[src/rtl/argo_chan_pkg.sv]
// Shared definitions for the Argo channel endpoints (receive now, send later).
// Optional feature macro: ARGO_CHAN_CLOSE_EN (channel close / drain support).
package argo_chan_pkg;

  typedef enum logic [1:0] {
    RUN    = 2'd0,
    DRAIN  = 2'd1,
    CLOSED = 2'd2
  } chan_state_t;

`ifdef ARGO_CHAN_CLOSE_EN
  localparam bit CLOSE_EN_DEFAULT = 1'b1;
`else
  localparam bit CLOSE_EN_DEFAULT = 1'b0;
`endif

  localparam int DEF_DATA_WIDTH = 32;
  localparam int DEF_BUF_DEPTH  = 2;
  localparam int MIN_BUF_DEPTH  = 2;
  localparam int MAX_BUF_DEPTH  = 4;

endpackage

[src/rtl/argo_chan_recv_if.sv]
// Channel FIFO read port plus the thread-side blocking receive handshake.
// master = receive endpoint, slave = FIFO/thread environment.
interface argo_chan_recv_if
  import argo_chan_pkg::*;
#(
  parameter int DATA_WIDTH = DEF_DATA_WIDTH
);
  logic                  fifo_rd_en;
  logic [DATA_WIDTH-1:0] fifo_rd_data;
  logic                  fifo_empty;
  logic                  recv_req;
  logic                  recv_ack;
  logic [DATA_WIDTH-1:0] recv_data;
  logic                  recv_ok;

  modport master (
    output fifo_rd_en,
    input  fifo_rd_data,
    input  fifo_empty,
    input  recv_req,
    output recv_ack,
    output recv_data,
    output recv_ok
  );

  modport slave (
    input  fifo_rd_en,
    output fifo_rd_data,
    output fifo_empty,
    output recv_req,
    input  recv_ack,
    input  recv_data,
    input  recv_ok
  );
endinterface

[src/rtl/argo_prefetch_buf.sv]
// Small circular register buffer holding words prefetched from the channel FIFO.
// Head entry is always visible on o_head; pop must only be asserted when o_occ != 0.
module argo_prefetch_buf
  import argo_chan_pkg::*;
#(
  parameter int DATA_WIDTH = DEF_DATA_WIDTH,
  parameter int BUF_DEPTH  = DEF_BUF_DEPTH
) (
  input  logic                           clk,
  input  logic                           rst,
  input  logic                           i_push,
  input  logic [DATA_WIDTH-1:0]          i_push_data,
  input  logic                           i_pop,
  output logic [DATA_WIDTH-1:0]          o_head,
  output logic [$clog2(BUF_DEPTH+1)-1:0] o_occ
);
  localparam int PTR_W = $clog2(BUF_DEPTH);
  localparam int OCC_W = $clog2(BUF_DEPTH+1);
  localparam logic [PTR_W-1:0] PTR_LAST = PTR_W'(BUF_DEPTH - 1);
  localparam logic [OCC_W-1:0] OCC_MAX  = OCC_W'(BUF_DEPTH);

  logic [DATA_WIDTH-1:0] r_mem [BUF_DEPTH];
  logic [PTR_W-1:0]      r_wr_ptr;
  logic [PTR_W-1:0]      r_rd_ptr;
  logic [OCC_W-1:0]      r_occ;

  function automatic logic [PTR_W-1:0] ptr_inc(input logic [PTR_W-1:0] p);
    return (p == PTR_LAST) ? '0 : p + 1'b1;
  endfunction

  // Pointer and occupancy bookkeeping; cleared by reset.
  always_ff @(posedge clk) begin
    if (rst) begin
      r_wr_ptr <= '0;
      r_rd_ptr <= '0;
      r_occ    <= '0;
    end else begin
      if (i_push) r_wr_ptr <= ptr_inc(r_wr_ptr);
      if (i_pop)  r_rd_ptr <= ptr_inc(r_rd_ptr);
      case ({i_push, i_pop})
        2'b10:   r_occ <= r_occ + 1'b1;
        2'b01:   r_occ <= r_occ - 1'b1;
        default: r_occ <= r_occ;
      endcase
    end
  end

  // Data storage; no reset needed since occupancy gates what is visible.
  always_ff @(posedge clk) begin
    if (i_push) r_mem[r_wr_ptr] <= i_push_data;
  end

  assign o_head = r_mem[r_rd_ptr];
  assign o_occ  = r_occ;

  a_occ_bound: assert property (@(posedge clk) disable iff (rst) r_occ <= OCC_MAX);
  a_no_underflow: assert property (@(posedge clk) disable iff (rst) i_pop |-> (r_occ != '0));
endmodule

[src/rtl/argo_chan_recv.sv]
// Receive endpoint of a compiled Argo channel: prefetches from the channel FIFO
// and serves one blocking receive per cycle to the thread FSM.
// Optional feature macro: ARGO_CHAN_CLOSE_EN adds chan_closed and the DRAIN/CLOSED states.
module argo_chan_recv
  import argo_chan_pkg::*;
#(
  parameter int DATA_WIDTH = DEF_DATA_WIDTH,
  parameter int BUF_DEPTH  = DEF_BUF_DEPTH
) (
  input  logic             clk,
  input  logic             rst,
`ifdef ARGO_CHAN_CLOSE_EN
  input  logic             chan_closed,
`endif
  argo_chan_recv_if.master bus
);
  localparam int OCC_W = $clog2(BUF_DEPTH+1);
  localparam logic [OCC_W:0] DEPTH_LIM = BUF_DEPTH[OCC_W:0];

  if (BUF_DEPTH < MIN_BUF_DEPTH || BUF_DEPTH > MAX_BUF_DEPTH) begin : g_bad_depth
    $error("argo_chan_recv: BUF_DEPTH must be within 2..4");
  end

  chan_state_t           r_state;
  chan_state_t           w_state_nxt;
  logic                  r_infl;
  logic                  w_rd_en;
  logic                  w_ack;
  logic                  w_ok;
  logic                  w_pop;
  logic [DATA_WIDTH-1:0] w_data;
  logic [DATA_WIDTH-1:0] w_head;
  logic [OCC_W-1:0]      w_occ;
  logic [OCC_W:0]        w_need;

  argo_prefetch_buf #(
    .DATA_WIDTH (DATA_WIDTH),
    .BUF_DEPTH  (BUF_DEPTH)
  ) u_buf (
    .clk         (clk),
    .rst         (rst),
    .i_push      (r_infl),
    .i_push_data (bus.fifo_rd_data),
    .i_pop       (w_pop),
    .o_head      (w_head),
    .o_occ       (w_occ)
  );

  // State register and in-flight flag; reset drops any word still on its way from the FIFO.
  always_ff @(posedge clk) begin
    if (rst) begin
      r_state <= RUN;
      r_infl  <= 1'b0;
    end else begin
      r_state <= w_state_nxt;
      r_infl  <= w_rd_en;
    end
  end

  // Receive handshake and next-state logic; acks only from buffered data (no FIFO bypass).
  always_comb begin
    w_ack       = 1'b0;
    w_ok        = 1'b1;
    w_pop       = 1'b0;
    w_data      = '0;
    w_state_nxt = r_state;
    case (r_state)
      RUN, DRAIN: begin
        w_ack = bus.recv_req & (w_occ != '0) & ~rst;
        w_pop = w_ack;
        if (w_ack) w_data = w_head;
      end
      CLOSED: begin
        w_ack = bus.recv_req & ~rst;
        w_ok  = 1'b0;
      end
      default: ;
    endcase
`ifdef ARGO_CHAN_CLOSE_EN
    case (r_state)
      RUN:     if (chan_closed) w_state_nxt = DRAIN;
      DRAIN:   if (bus.fifo_empty && (w_occ == '0) && !r_infl) w_state_nxt = CLOSED;
      default: ;
    endcase
`endif
  end

  // Slots committed after this edge; the in-flight word already owns one.
  assign w_need  = {1'b0, w_occ} + {{OCC_W{1'b0}}, r_infl} - {{OCC_W{1'b0}}, w_pop};
  assign w_rd_en = ~rst & ~bus.fifo_empty & (w_need < DEPTH_LIM) & (r_state != CLOSED);

  assign bus.fifo_rd_en = w_rd_en;
  assign bus.recv_ack   = w_ack;
  assign bus.recv_data  = w_data;
  assign bus.recv_ok    = w_ok;
endmodule

[src/flat_wrapper.sv]
// flat-port wrapper written by rule: the top's interface ports become plain ports
module argo_chan_recv_flat import argo_chan_pkg::*;
#(
  parameter int DATA_WIDTH = DEF_DATA_WIDTH,
  parameter int BUF_DEPTH  = DEF_BUF_DEPTH
)
  (clk, rst, bus_fifo_rd_en, bus_fifo_rd_data, bus_fifo_empty, bus_recv_req, bus_recv_ack, bus_recv_data, bus_recv_ok);
  argo_chan_recv_if #(.DATA_WIDTH(DATA_WIDTH)) bus_i ();
  input  logic clk;
  input  logic rst;
  output wire logic [$bits(bus_i.fifo_rd_en)-1:0] bus_fifo_rd_en;
  input wire logic [$bits(bus_i.fifo_rd_data)-1:0] bus_fifo_rd_data;
  input wire logic [$bits(bus_i.fifo_empty)-1:0] bus_fifo_empty;
  input wire logic [$bits(bus_i.recv_req)-1:0] bus_recv_req;
  output wire logic [$bits(bus_i.recv_ack)-1:0] bus_recv_ack;
  output wire logic [$bits(bus_i.recv_data)-1:0] bus_recv_data;
  output wire logic [$bits(bus_i.recv_ok)-1:0] bus_recv_ok;
  assign bus_fifo_rd_en = bus_i.fifo_rd_en;
  assign bus_i.fifo_rd_data = bus_fifo_rd_data;
  assign bus_i.fifo_empty = bus_fifo_empty;
  assign bus_i.recv_req = bus_recv_req;
  assign bus_recv_ack = bus_i.recv_ack;
  assign bus_recv_data = bus_i.recv_data;
  assign bus_recv_ok = bus_i.recv_ok;
  argo_chan_recv #(.DATA_WIDTH(DATA_WIDTH), .BUF_DEPTH(BUF_DEPTH)) u_core (.clk(clk), .rst(rst), .bus(bus_i));
endmodule
[config.mk]
export PLATFORM = sky130hd
export DESIGN_NAME = argo_chan_recv_flat
export DESIGN_NICKNAME = d
export VERILOG_FILES = /design/src/rtl/argo_chan_pkg.sv /design/src/rtl/argo_chan_recv_if.sv /design/src/rtl/argo_prefetch_buf.sv /design/src/rtl/argo_chan_recv.sv /design/src/flat_wrapper.sv
export SDC_FILE = /design/constraint.sdc
export NUM_CORES = 1
export LEC_CHECK = 0
export BUFFER_PORTS_ARGS = -buffer_cell sky130_fd_sc_hd__buf_2
export CAP_MARGIN = 20
export CORE_AREA = 2 2 88 90
export CTS_CLUSTER_DIAMETER = 100
export CTS_CLUSTER_SIZE = 14
export DETAILED_ROUTE_END_ITERATION = 10
export DIE_AREA = 0 0 90 92
export GPL_ROUTABILITY_DRIVEN = 1
export MAX_ROUTING_LAYER = met4
export SLEW_MARGIN = 10
export SYNTH_ARGS = -nofsm -noshare
export SYNTH_HDL_FRONTEND = slang
export SYNTH_SLANG_ARGS = --single-unit
[constraint.sdc]
create_clock -name clk -period 6.8 [get_ports clk]
set_input_delay 1.02 -clock clk [delete_from_list [all_inputs] [get_ports clk]]
set_output_delay 1.02 -clock clk [all_outputs]
set_load 0.01 [all_outputs]
==> results.toml <==
[run_status]
outcome = "finished, final reports clean"

[setup_path]
rr_worst_depth = 8
crit_path_max_incr_delay_ps = 380
worst_setup_path_start_kind = "input pin"
timing.critical_path.slowest_stage_cell = "fa_1"
setup.worst_path.start = "rst"
worst_path_most_repeated_cell = "buf_2"
critical_path_required_ps = 5780
path_class = "in2out"
timing.critical_path.arrival_ps = 3060
crit_path_end_kind = "primary output"
rr_startpoint = "u_core.u_buf.o_occ[1]"
worstPathCellList = "buf_2, or2_2, inv_1, ha_1, or2b_1, fa_1, xor2_1, nor4b_1, buf_2"
path_delay_family = "simple AND/OR/NAND/NOR gates"
crit_cells = 9
cp.buffers_inverters = 3
critical_path_peak_fanout = 8

[global_routing]
grt_start_max_net_pins = 33
first_pass_grt_wire_length_um = 7280
globalRouteTotalUtil_pct = 12.2
antenna_violations_before_repair = 0
first_global_vias = 1526
overflow = 0

[clocking]
clk_pin_slew_ps = 60
numCtsBuffers = 9
cts_root_buffer = "clkbuf_8"
clk-insertion-delay-late_ps = 340
clk_path_buf_depth = 2
htreeDepth = 3
cts.hold.buffers_added = 0
tritoncts_num_sinks = 70
cts_tree = "done"
postCtsSetupRepairBufs = 0
cts_repair_resize_count = 0

[sta]
grt_setup_unrepaired = "false"
min_period_over_period_pct = 60.0
finalSetupTns_ps = 0
slew_headroom_pct = 31.5
timing_worst_slew_pin_value_ps = 1030
post-route-min-period_ps = 4080
fmax_mhz = 245
finalSetupViolations = 0
drv_slew = 0
timing.clock.skew_ps = 7.59
timing.final.hold_violations = 0
pnr_worst_setup_slack_ps = 2720

[synthesis]
synth_area_leader_cell = "edfxtp_1"
synth_nets = 208
synthTopCellsByArea = "edfxtp_1 68%, mux2i_1 11%, dfxtp_1 4.3%"
syn-mean-instance-area_um2 = 16.7
post_synth_instance_area_um2 = 2820
sequential_element_share_of_the_synthesized_area_pct = 72.3
syn_inst = 169
seq_cells_post_synth = 70
synth_top_cell_area_share_pct = 68.1
ys_warn_count = 0
post_synth_num_cell_types = 24

[placement]
portBuffers = 69
dp_hpwl_um = 2830
pre_cts_slack_ps = 2710
globalplace.congestion = 0.723

[power]
vdd.ir_drop.worst_v = 0.000154
power.density_cell_area_nw_per_um2 = 324
power.static_leakage_nw = 1.25

[die]
floorplan.initialDensity_pct = 37.9
die-width_um = 90
core_area_um2 = 7450
boundaryPins = 71
area_of_the_die_um2 = 8280
die_h_um = 92
placement_rows = 32

[min_path]
timing.hold.worst_path_depth = 2
timing.hold.worst.class = "reg2reg"
worst_hold_startpoint = "u_core.u_buf.r_rd_ptr"

[finish]
final_antenna_diode_count = 0
post_route_cells_drive_above_1_share_pct = 39.2
fin_nets = 279
syn_to_final_growth_pct = 19.8

[drt]
ant_nets = 0
via_count = 1506
wl_met3_um = 186
top_layer_used = "met4"
dr_wl_met2_um = 2310
detail_route.first_pass.iterations = 4
detailedRoute.firstIterationViolations = 33
routed_wire_length_per_instance_um = 13.3
remaining_drc_errors = 0
route.detailed.vias_per_inst = 4.34
routedLengthMet1_um = 2000
route.final.wire_length_um = 4620

[flow_run]
maxCapViolations = 0
report_power, final:
part	leakage (nW)	switching, mW	internal, mW
clock	0.0788	0.137	0.130
combinational	0.534	0.124	0.105
sequential	0.635	0.0542	0.545
total	1.25	0.316	0.780
layout by cell type, fill, tap and decap left out, drive strengths merged:
cell type and count:
xnor2 2, ha 2, clkinv 3, buf 70
nor4b 2, xor2 3, dfxtp 6, inv 2
nor2 37, or3 1, edfxtp 64, a21oi 1
mux2i 32, or2b 1, or2 1, o21ai 2
conb 1, and2 1, clkbuf 13, fa 1
registers in the layout, summed over array words and instances (netlist names), named ones only:
signal and cells:
u_core.u_buf.r_mem 64, u_core.u_buf.o_occ 2, u_core.u_buf.r_wr_ptr 1, u_core.u_buf.r_rd_ptr 1, u_core.r_infl 1
layout make-up:
class | instances | area [um^2]
Fill cell | 708 | 4070
Sequential cell | 70 | 2040
Multi-Input combinational cell | 87 | 698
Timing Repair Buffer | 70 | 353
Clock buffer | 13 | 139
Tap cell | 102 | 128
Clock inverter | 3 | 13.8
Inverter | 2 | 7.51
per-stage QoR:
| step | hold slack (ps) | util [%] | power [mW] | instances | instance area (um^2) |
|---|---|---|---|---|---|
| CTS | 524 | 45.4 | 1.12 | 347 | 3380 |
| global route | 540 | 45.4 | 1.16 | 347 | 3380 |
| floorplan | 472 | - | 0.780 | 169 | 2820 |
| finish | 511 | 45.4 | 1.10 | 347 | 3380 |
| detailed placement | 500 | 43.4 | 0.845 | 331 | 3230 |
| global placement | 498 | 43.4 | 0.839 | 331 | 3230 |
final timing paths:
| check | slack [ps] | endpoint |
|---|---|---|
| worst max-delay path | 2720 | bus_fifo_rd_en |
| worst min-delay path | 510 | u_core.u_buf.r_rd_ptr |
| worst max register to register | 4420 | u_core.r_infl |
| worst min register to register | 510 | u_core.u_buf.r_rd_ptr |
synthesized netlist by cell type:
cell type / n
edfxtp_1: 64
mux2i_1: 32
nor2_1: 27
nor2_4: 10
dfxtp_1: 6
buf_2: 4
buf_6: 3
xor2_1: 3
ha_1: 2
inv_1: 2
nor4b_1: 2
xnor2_1: 2
a21oi_1: 1
and2_1: 1
buf_12: 1
buf_4: 1
clkbuf_1: 1
conb_1: 1
fa_1: 1
o21ai_0: 1
o21ai_2: 1
or2_1: 1
or2b_1: 1
or3_1: 1
logic make-up after synthesis:
group | after synthesis | share of synthesized area, %
DFF | 70 | 72.3
and+or+nand+nor | 43 | 9.13
muxes | 32 | 11.3
buffers and inverters | 12 | 3.28
xor gates and xnor gates | 5 | 1.55
adders and majority gates | 3 | 1.59
AOI/OAI and AO/OA | 3 | 0.664
other | 1 | 0.133
tightest hold or removal path, stage by stage, from the launching register on:
cell,delay [ps]
dfxtp_1,330
xor2_1,80
nor2_1,70
per-layer routing:
layer | global-route usage (%) | up-vias
li1 | - | 747
met1 | 13.9 | 708
met2 | 18.9 | 40
met3 | 2.88 | 11
met4 | 8.85 | 0
met5 | - | -
No activity file was read; power rests on OpenSTA's default activity.
